--- config.mk ---
export PLATFORM = sky130hd
export DESIGN_NAME = accel_run_ctrl_flat
export DESIGN_NICKNAME = d
export VERILOG_FILES = /design/src/rtl/accel_ctrl_pkg.sv /design/src/rtl/accel_run_ctrl_if.sv /design/src/rtl/accel_wdog_cnt.sv /design/src/rtl/accel_run_ctrl.sv /design/src/flat_wrapper.sv
export SDC_FILE = /design/constraint.sdc
export NUM_CORES = 1
export LEC_CHECK = 0
export ABC_AREA = 1
export ABC_CLOCK_PERIOD_IN_PS = 3300
export CORE_ASPECT_RATIO = 0.75
export CORE_MARGIN = 1.5
export CORE_UTILIZATION = 30
export DETAILED_ROUTE_END_ITERATION = 8
export GPL_TIMING_DRIVEN = 0
export PLACE_DENSITY = 0.52
export SYNTH_ARGS = -nofsm -noshare
export SYNTH_HDL_FRONTEND = slang
export SYNTH_SLANG_ARGS = --single-unit
--- constraint.sdc ---
create_clock -name clk -period 3.3 [get_ports clk]
set_input_delay 0.99 -clock clk [delete_from_list [all_inputs] [get_ports clk]]
set_output_delay 0.99 -clock clk [all_outputs]
set_load 0.03 [all_outputs]
--- src/rtl/accel_ctrl_pkg.sv ---
// Shared types and bit positions for the accelerator run controller.
package accel_ctrl_pkg;

    typedef enum logic [2:0] {
        ST_IDLE  = 3'd0,
        ST_SRST  = 3'd1,
        ST_RUN   = 3'd2,
        ST_DRAIN = 3'd3,
        ST_NEXT  = 3'd4,
        ST_FIN   = 3'd5,
        ST_ABORT = 3'd6
    } state_e;

    localparam int CTRL_EN       = 0;
    localparam int CTRL_SRST     = 1;

    localparam int STAT_BUSY     = 0;
    localparam int STAT_DONE     = 1;
    localparam int STAT_ABORT    = 2;
    localparam int STAT_TMO      = 3;
    localparam int STAT_PASS_LSB = 16;

    // Core control bits {srst, en} driven while the FSM sits in a given state.
    function automatic logic [1:0] ctrl_bits(input state_e st);
        logic [1:0] bits;
        case (st)
            ST_SRST:  bits = 2'b10;
            ST_ABORT: bits = 2'b10;
            ST_RUN:   bits = 2'b01;
            default:  bits = 2'b00;
        endcase
        return bits;
    endfunction

endpackage

--- src/rtl/accel_run_ctrl_if.sv ---
// Host/engine signal bundle for accel_run_ctrl; master = host side, slave = controller.
interface accel_run_ctrl_if #(
    parameter int REG_WIDTH  = 32,
    parameter int PASS_WIDTH = 16
);
    logic                  i_start;
    logic                  i_abort;
    logic [PASS_WIDTH-1:0] i_num_pass;
    logic                  i_kcpe_done;
    logic                  i_psum_done;
    logic                  i_irq_clr;
    logic [REG_WIDTH-1:0]  o_conf_ctrl;
    logic [PASS_WIDTH-1:0] o_pass_idx;
    logic                  o_busy;
    logic                  o_done;
    logic                  o_irq;
    logic [REG_WIDTH-1:0]  o_status;

    modport master (
        output i_start, i_abort, i_num_pass, i_kcpe_done, i_psum_done, i_irq_clr,
        input  o_conf_ctrl, o_pass_idx, o_busy, o_done, o_irq, o_status
    );

    modport slave (
        input  i_start, i_abort, i_num_pass, i_kcpe_done, i_psum_done, i_irq_clr,
        output o_conf_ctrl, o_pass_idx, o_busy, o_done, o_irq, o_status
    );
endinterface

--- src/rtl/accel_wdog_cnt.sv ---
// RUN-cycle watchdog: counts enabled cycles since the last clear, flags the LIMIT-th one.
module accel_wdog_cnt #(
    parameter int LIMIT = 1048576
) (
    input  logic clk,
    input  logic rst_n,
    input  logic clr_i,
    input  logic en_i,
    output logic expire_o
);
    localparam int W = $clog2(LIMIT + 1);

    logic [W-1:0] cnt_q, cnt_d;
    logic         at_lim_s;

    assign at_lim_s = (cnt_q == W'(LIMIT - 1));
    assign expire_o = en_i && at_lim_s;

    // Next count: clear wins, saturate at the limit so the counter never wraps.
    always_comb begin
        cnt_d = cnt_q;
        if (clr_i) begin
            cnt_d = {W{1'b0}};
        end else if (en_i && !at_lim_s) begin
            cnt_d = cnt_q + W'(1);
        end else begin
            cnt_d = cnt_q;
        end
    end

    // Counter register.
    always_ff @(posedge clk or negedge rst_n) begin
        if (!rst_n) begin
            cnt_q <= {W{1'b0}};
        end else begin
            cnt_q <= cnt_d;
        end
    end
endmodule

--- src/rtl/accel_run_ctrl.sv ---
// Multi-pass job sequencer for the conv core (soft reset, run, drain per pass).
// Optional RUN watchdog enabled by defining ACCEL_RUN_CTRL_WATCHDOG_EN.
module accel_run_ctrl
    import accel_ctrl_pkg::*;
#(
    parameter int REG_WIDTH   = 32,
    parameter int PASS_WIDTH  = 16,
    parameter int SRST_CYCLES = 2,
    parameter int WDOG_LIMIT  = 1048576
) (
    input  logic          clk,
    input  logic          rst_n,
    accel_run_ctrl_if.slave bus
);
    localparam int SW = (SRST_CYCLES > 1) ? $clog2(SRST_CYCLES) : 1;

    if (SRST_CYCLES < 1 || WDOG_LIMIT < 1) begin : g_bad_param
        $error("accel_run_ctrl: SRST_CYCLES and WDOG_LIMIT must be >= 1");
    end

    state_e                state_q, state_d;
    logic [PASS_WIDTH-1:0] num_q, num_d, pass_q, pass_d, pass_inc_s;
    logic [SW-1:0]         srst_cnt_q, srst_cnt_d;
    logic                  kflag_q, kflag_d, pflag_q, pflag_d;
    logic                  done_st_q, done_st_d, abort_st_q, abort_st_d, tmo_st_q, tmo_st_d;
    logic [REG_WIDTH-1:0]  ctrl_q, ctrl_d, status_q, status_d;
    logic                  busy_q, busy_d, done_q, done_d, irq_q, irq_d;
    logic                  start_ok_s, abort_s, both_s, wdog_exp_s, irq_set_s;
    logic [1:0]            cb_s;

    assign start_ok_s = (state_q == ST_IDLE) && bus.i_start && !bus.i_abort;
    assign abort_s    = (state_q != ST_IDLE) && (state_q != ST_ABORT) && bus.i_abort;
    assign both_s     = (kflag_q || bus.i_kcpe_done) && (pflag_q || bus.i_psum_done);
    assign pass_inc_s = pass_q + PASS_WIDTH'(1);

`ifdef ACCEL_RUN_CTRL_WATCHDOG_EN
    accel_wdog_cnt #(.LIMIT(WDOG_LIMIT)) u_wdog (
        .clk      (clk),
        .rst_n    (rst_n),
        .clr_i    (state_q != ST_RUN),
        .en_i     (state_q == ST_RUN),
        .expire_o (wdog_exp_s)
    );
`else
    assign wdog_exp_s = 1'b0;
`endif

    // State register.
    always_ff @(posedge clk or negedge rst_n) begin
        if (!rst_n) begin
            state_q <= ST_IDLE;
        end else begin
            state_q <= state_d;
        end
    end

    // Next-state logic; a host abort overrides every other transition.
    always_comb begin
        state_d = state_q;
        if (abort_s) begin
            state_d = ST_ABORT;
        end else begin
            case (state_q)
                ST_IDLE:  state_d = !start_ok_s ? ST_IDLE :
                                    (bus.i_num_pass == {PASS_WIDTH{1'b0}}) ? ST_FIN : ST_SRST;
                ST_SRST:  state_d = (srst_cnt_q == SW'(SRST_CYCLES - 1)) ? ST_RUN : ST_SRST;
                ST_RUN:   state_d = both_s ? ST_DRAIN : (wdog_exp_s ? ST_ABORT : ST_RUN);
                ST_DRAIN: state_d = ST_NEXT;
                ST_NEXT:  state_d = (pass_inc_s == num_q) ? ST_FIN : ST_SRST;
                ST_FIN:   state_d = ST_IDLE;
                ST_ABORT: state_d = ST_IDLE;
                default:  state_d = ST_IDLE;
            endcase
        end
    end

    // Output/datapath next values, decoded from the upcoming state so outputs align with it.
    always_comb begin
        num_d      = num_q;
        pass_d     = pass_q;
        done_st_d  = done_st_q;
        abort_st_d = abort_st_q;
        tmo_st_d   = tmo_st_q;
        if (start_ok_s) begin
            num_d      = bus.i_num_pass;
            pass_d     = {PASS_WIDTH{1'b0}};
            done_st_d  = 1'b0;
            abort_st_d = 1'b0;
            tmo_st_d   = 1'b0;
        end else if (state_q == ST_NEXT && state_d == ST_SRST) begin
            pass_d = pass_inc_s;
        end else begin
            pass_d = pass_q;
        end
        if (state_d == ST_FIN) begin
            done_st_d = 1'b1;
        end else if (state_d == ST_ABORT) begin
            abort_st_d = 1'b1;
            tmo_st_d   = tmo_st_q || ((state_q == ST_RUN) && !bus.i_abort);
        end else begin
            done_st_d = done_st_d;
        end

        kflag_d    = (state_q == ST_RUN) && (kflag_q || bus.i_kcpe_done);
        pflag_d    = (state_q == ST_RUN) && (pflag_q || bus.i_psum_done);
        srst_cnt_d = (state_q == ST_SRST) ? srst_cnt_q + SW'(1) : {SW{1'b0}};

        // Set holds across the whole FIN/ABORT cycle so a coincident clear cannot drop it.
        irq_set_s = (state_d == ST_FIN) || (state_d == ST_ABORT) ||
                    (state_q == ST_FIN) || (state_q == ST_ABORT);
        if (irq_set_s) begin
            irq_d = 1'b1;
        end else if (bus.i_irq_clr) begin
            irq_d = 1'b0;
        end else begin
            irq_d = irq_q;
        end

        cb_s              = ctrl_bits(state_d);
        ctrl_d            = {REG_WIDTH{1'b0}};
        ctrl_d[CTRL_EN]   = cb_s[0];
        ctrl_d[CTRL_SRST] = cb_s[1];
        busy_d            = (state_d != ST_IDLE);
        done_d            = (state_d == ST_FIN);

        status_d                                = {REG_WIDTH{1'b0}};
        status_d[STAT_BUSY]                     = busy_d;
        status_d[STAT_DONE]                     = done_st_d;
        status_d[STAT_ABORT]                    = abort_st_d;
        status_d[STAT_TMO]                      = tmo_st_d;
        status_d[STAT_PASS_LSB +: PASS_WIDTH]   = pass_d;
    end

    // Datapath and output registers.
    always_ff @(posedge clk or negedge rst_n) begin
        if (!rst_n) begin
            num_q      <= {PASS_WIDTH{1'b0}};
            pass_q     <= {PASS_WIDTH{1'b0}};
            srst_cnt_q <= {SW{1'b0}};
            kflag_q    <= 1'b0;
            pflag_q    <= 1'b0;
            done_st_q  <= 1'b0;
            abort_st_q <= 1'b0;
            tmo_st_q   <= 1'b0;
            ctrl_q     <= {REG_WIDTH{1'b0}};
            status_q   <= {REG_WIDTH{1'b0}};
            busy_q     <= 1'b0;
            done_q     <= 1'b0;
            irq_q      <= 1'b0;
        end else begin
            num_q      <= num_d;
            pass_q     <= pass_d;
            srst_cnt_q <= srst_cnt_d;
            kflag_q    <= kflag_d;
            pflag_q    <= pflag_d;
            done_st_q  <= done_st_d;
            abort_st_q <= abort_st_d;
            tmo_st_q   <= tmo_st_d;
            ctrl_q     <= ctrl_d;
            status_q   <= status_d;
            busy_q     <= busy_d;
            done_q     <= done_d;
            irq_q      <= irq_d;
        end
    end

    assign bus.o_conf_ctrl = ctrl_q;
    assign bus.o_pass_idx  = pass_q;
    assign bus.o_busy      = busy_q;
    assign bus.o_done      = done_q;
    assign bus.o_irq       = irq_q;
    assign bus.o_status    = status_q;
endmodule

--- src/flat_wrapper.sv ---
// flat-port wrapper written by rule: the top's interface ports become plain ports
module accel_run_ctrl_flat import accel_ctrl_pkg::*;
#(
    parameter int REG_WIDTH   = 32,
    parameter int PASS_WIDTH  = 16,
    parameter int SRST_CYCLES = 2,
    parameter int WDOG_LIMIT  = 1048576
)
  (clk, rst_n, bus_i_start, bus_i_abort, bus_i_num_pass, bus_i_kcpe_done, bus_i_psum_done, bus_i_irq_clr, bus_o_conf_ctrl, bus_o_pass_idx, bus_o_busy, bus_o_done, bus_o_irq, bus_o_status);
  accel_run_ctrl_if #(.REG_WIDTH(REG_WIDTH), .PASS_WIDTH(PASS_WIDTH)) bus_i ();
  input  logic clk;
  input  logic rst_n;
  input wire logic [$bits(bus_i.i_start)-1:0] bus_i_start;
  input wire logic [$bits(bus_i.i_abort)-1:0] bus_i_abort;
  input wire logic [$bits(bus_i.i_num_pass)-1:0] bus_i_num_pass;
  input wire logic [$bits(bus_i.i_kcpe_done)-1:0] bus_i_kcpe_done;
  input wire logic [$bits(bus_i.i_psum_done)-1:0] bus_i_psum_done;
  input wire logic [$bits(bus_i.i_irq_clr)-1:0] bus_i_irq_clr;
  output wire logic [$bits(bus_i.o_conf_ctrl)-1:0] bus_o_conf_ctrl;
  output wire logic [$bits(bus_i.o_pass_idx)-1:0] bus_o_pass_idx;
  output wire logic [$bits(bus_i.o_busy)-1:0] bus_o_busy;
  output wire logic [$bits(bus_i.o_done)-1:0] bus_o_done;
  output wire logic [$bits(bus_i.o_irq)-1:0] bus_o_irq;
  output wire logic [$bits(bus_i.o_status)-1:0] bus_o_status;
  assign bus_i.i_start = bus_i_start;
  assign bus_i.i_abort = bus_i_abort;
  assign bus_i.i_num_pass = bus_i_num_pass;
  assign bus_i.i_kcpe_done = bus_i_kcpe_done;
  assign bus_i.i_psum_done = bus_i_psum_done;
  assign bus_i.i_irq_clr = bus_i_irq_clr;
  assign bus_o_conf_ctrl = bus_i.o_conf_ctrl;
  assign bus_o_pass_idx = bus_i.o_pass_idx;
  assign bus_o_busy = bus_i.o_busy;
  assign bus_o_done = bus_i.o_done;
  assign bus_o_irq = bus_i.o_irq;
  assign bus_o_status = bus_i.o_status;
  accel_run_ctrl #(.REG_WIDTH(REG_WIDTH), .PASS_WIDTH(PASS_WIDTH), .SRST_CYCLES(SRST_CYCLES), .WDOG_LIMIT(WDOG_LIMIT)) u_core (.clk(clk), .rst_n(rst_n), .bus(bus_i));
endmodule
==> flow_metrics.tcl <==
set metrics [dict create \
    ir_drop_v 0.000233 \
    slew_headroom_pct 61.6 \
    grt_pass1_wl_microns 13300 \
    die_width_microns 123 \
    cts_hold_buf 0 \
    place_congestion 0.903 \
    p_leak_nw 2.26 \
    finalSetupViolCount 0 \
    antenna_left 0 \
    syn_area_sq_um 3220 \
    finalHoldViolCount 0 \
    cp-end-kind "flip-flop" \
    drive_above_1_share_pct 16.1 \
    tightestPinTransition_ps 576 \
    period_needed_ps 2700 \
    dieArea_sq_um 11400 \
    finalWirelength_microns 8190 \
    setup_ws_ps 600 \
    die_h_microns 92.7 \
    grt_antenna_before_repair 0 \
    slowest_delay_ps 400 \
    drv_slew 0 \
    grt_pass1_vias 2641 \
    synth_top_area_share_pct 35.8 \
    instances_no_fill 702 \
    grt_start_max_net_pins 30 \
    status "finished clean" \
    grt_remaining_overflow 0 \
    period_share_pct 81.8 \
    layout.nets 589 \
    layout_commonest_cell "nand2_1" \
    core_sq_um 10400 \
    post-synth-top-area-cell "dfrtp_1" \
    place_ws_ps 271 \
    worstPathRequired_ps 3470 \
    grt_use_total_pct 15.1 \
    crit_buf_inv 4 \
    cts_inserted_buffers 5 \
    synth-async-reset-ratio_pct 100 \
    start_kind "primary input" \
    cap_violations 0 \
    routed-via-count 2949 \
    rsz0062_at_grt "false" \
    fin_util_pct 42.0 \
    cp_top_family "simple AND/OR/NAND/NOR gates" \
    critPathSlowestCell "clkdlybuf4s50_1" \
    path_cells "clkdlybuf4s50_1 -> inv_1 -> nand3_1 -> inv_2 -> nor3_1 -> o31ai_1 -> nand2_1 -> nor2_4 -> nand4_4 -> buf_6 -> nand3_1 -> nand2_1" \
    crit_type "in2reg" \
    hp-class "reg2reg" \
    dr.pass1.iters 4 \
    tritoncts "yes" \
    clock_tree.buffer_depth 2 \
    clock_sinks 46 \
    reg2reg_slack_ps 770 \
    start_util_pct 31.0 \
    cts-root-buf "clkbuf_16" \
    drc_errors 0 \
    htreeDepth 2 \
    path_max_fanout 10 \
    rows 32 \
    avgSynthCellArea_sq_um 7.11 \
    powerDensity_nw_per_um2 576 \
    whs_ps 486 \
    fin_skew_ps 5.30 \
    netlist_top_cells_area "dfrtp_1 36%, nand2_1 16%, buf_4 14%, inv_1 6.8%, nand3_1 6.5%" \
    synth-main-ff-cell "dfrtp_1" \
    max_freq_ghz 0.370 \
    dp_hpwl_microns 6620 \
    drtIter0Drc 111 \
    syn_to_final_growth_pct 35.2 \
    crit_arrival_ps 2880 \
    layout_common_cells "135 x nand2_1, 62 x buf_4, 62 x clkdlybuf4s50_1, 58 x inv_1, 46 x dfrtp_1" \
    yosysSeqAreaShare_pct 35.8 \
    clk_pin_slew_worst_paths_ps 60 \
    yosys_register_bits 46 \
    cts_setup_buffers 0 \
    synth_cell_type_count 28 \
    power.total_mw 2.51 \
    portBuffers 63 \
    clk_latency_ps 290 \
    routedWlPerCell_microns 11.7 \
    dpl.cell_count 694 \
    cts_resized 0 \
    synth_cells 453 \
    synth_edf_count 0 \
    antennaDiodeCount 0 \
    via_per_inst 4.20 \
    yosysWarnings 0 \
    io_pins 106 \
]
state kept, by name (all words and copies together), names as in the netlist:
name and flops:
u_core.num_q 16, u_core.bus.o_pass_idx 15, u_core.bus.o_status 5, u_core.state_q 3, u_core.bus.o_conf_ctrl 2, u_core.bus.o_done 1
u_core.bus.o_irq 1, u_core.kflag_q 1, u_core.pflag_q 1, u_core.srst_cnt_q 1
per-stage QoR:
stage	TNS (ps)	area, sq um
final	0	4350
after global routing	0	4350
after CTS	0	4350
after detailed placement	0	4190
after global placement	-3880	4170
after floorplan	0	3370
area by class of cell:
type | instances | area (sq um)
plain buffers | 71 | 515
clock buffers | 7 | 133
clock inverters | 1 | 30.0
fillers | 1082 | 6020
inverters | 60 | 225
multi-input cells | 317 | 1480
flip-flops and latches | 46 | 1150
well taps | 136 | 170
repair buffers | 64 | 646
final timing paths:
kind,from,end,cells after the start
max reg2reg,u_core.bus.o_pass_idx[0],u_core.bus.o_pass_idx[5],16
max,bus_i_abort,u_core.bus.o_pass_idx[13],12
min reg2reg,u_core.bus.o_status[2],u_core.bus.o_status[2],2
max in group asynchronous,rst_n,u_core.bus.o_pass_idx[10],2
min,u_core.bus.o_status[2],u_core.bus.o_status[2],2
min in group asynchronous,rst_n,u_core.bus.o_pass_idx[0],1
cell usage after synthesis, drive strengths merged (2+ instances only):
master / n
nor2: 33
o21bai: 2
nand3: 43
dfrtp: 46
nand2: 138
nand3b: 4
clkbuf: 5
nor3: 8
nand4: 27
buf: 66
inv: 60
o21ai: 14
per-layer routing:
layer	share of wire, %	routed length, microns	GRT usage [%]	up-vias
li1	-	-	-	1557
met1	53	4380	23.2	1291
met2	40	3240	20.9	92
met3	5.8	473	2.89	9
met4	1.2	97	4.65	0
met5	0	0	0	-
logic make-up after synthesis:
| group | synth area share, % |
|---|---|
| xor gates and xnor gates | 0.544 |
| other | 0.116 |
| AOI/OAI and AO/OA | 3.38 |
| DFF | 35.8 |
| and+or+nand+nor | 36.8 |
| buffers and inverters | 23.0 |
| adders and majority gates | 0.389 |
power by group:
group	switching [mW]	internal, mW	leakage, nW
logic	0.670	0.401	1.59
registers	0.140	0.729	0.597
clock network	0.210	0.358	0.0781
worst min-delay path: stages (launching register included):
cell	delay [ps]
dfrtp_1	350
nand2_1	50
nand2_1	50
(Power assumes the default switching activity.)
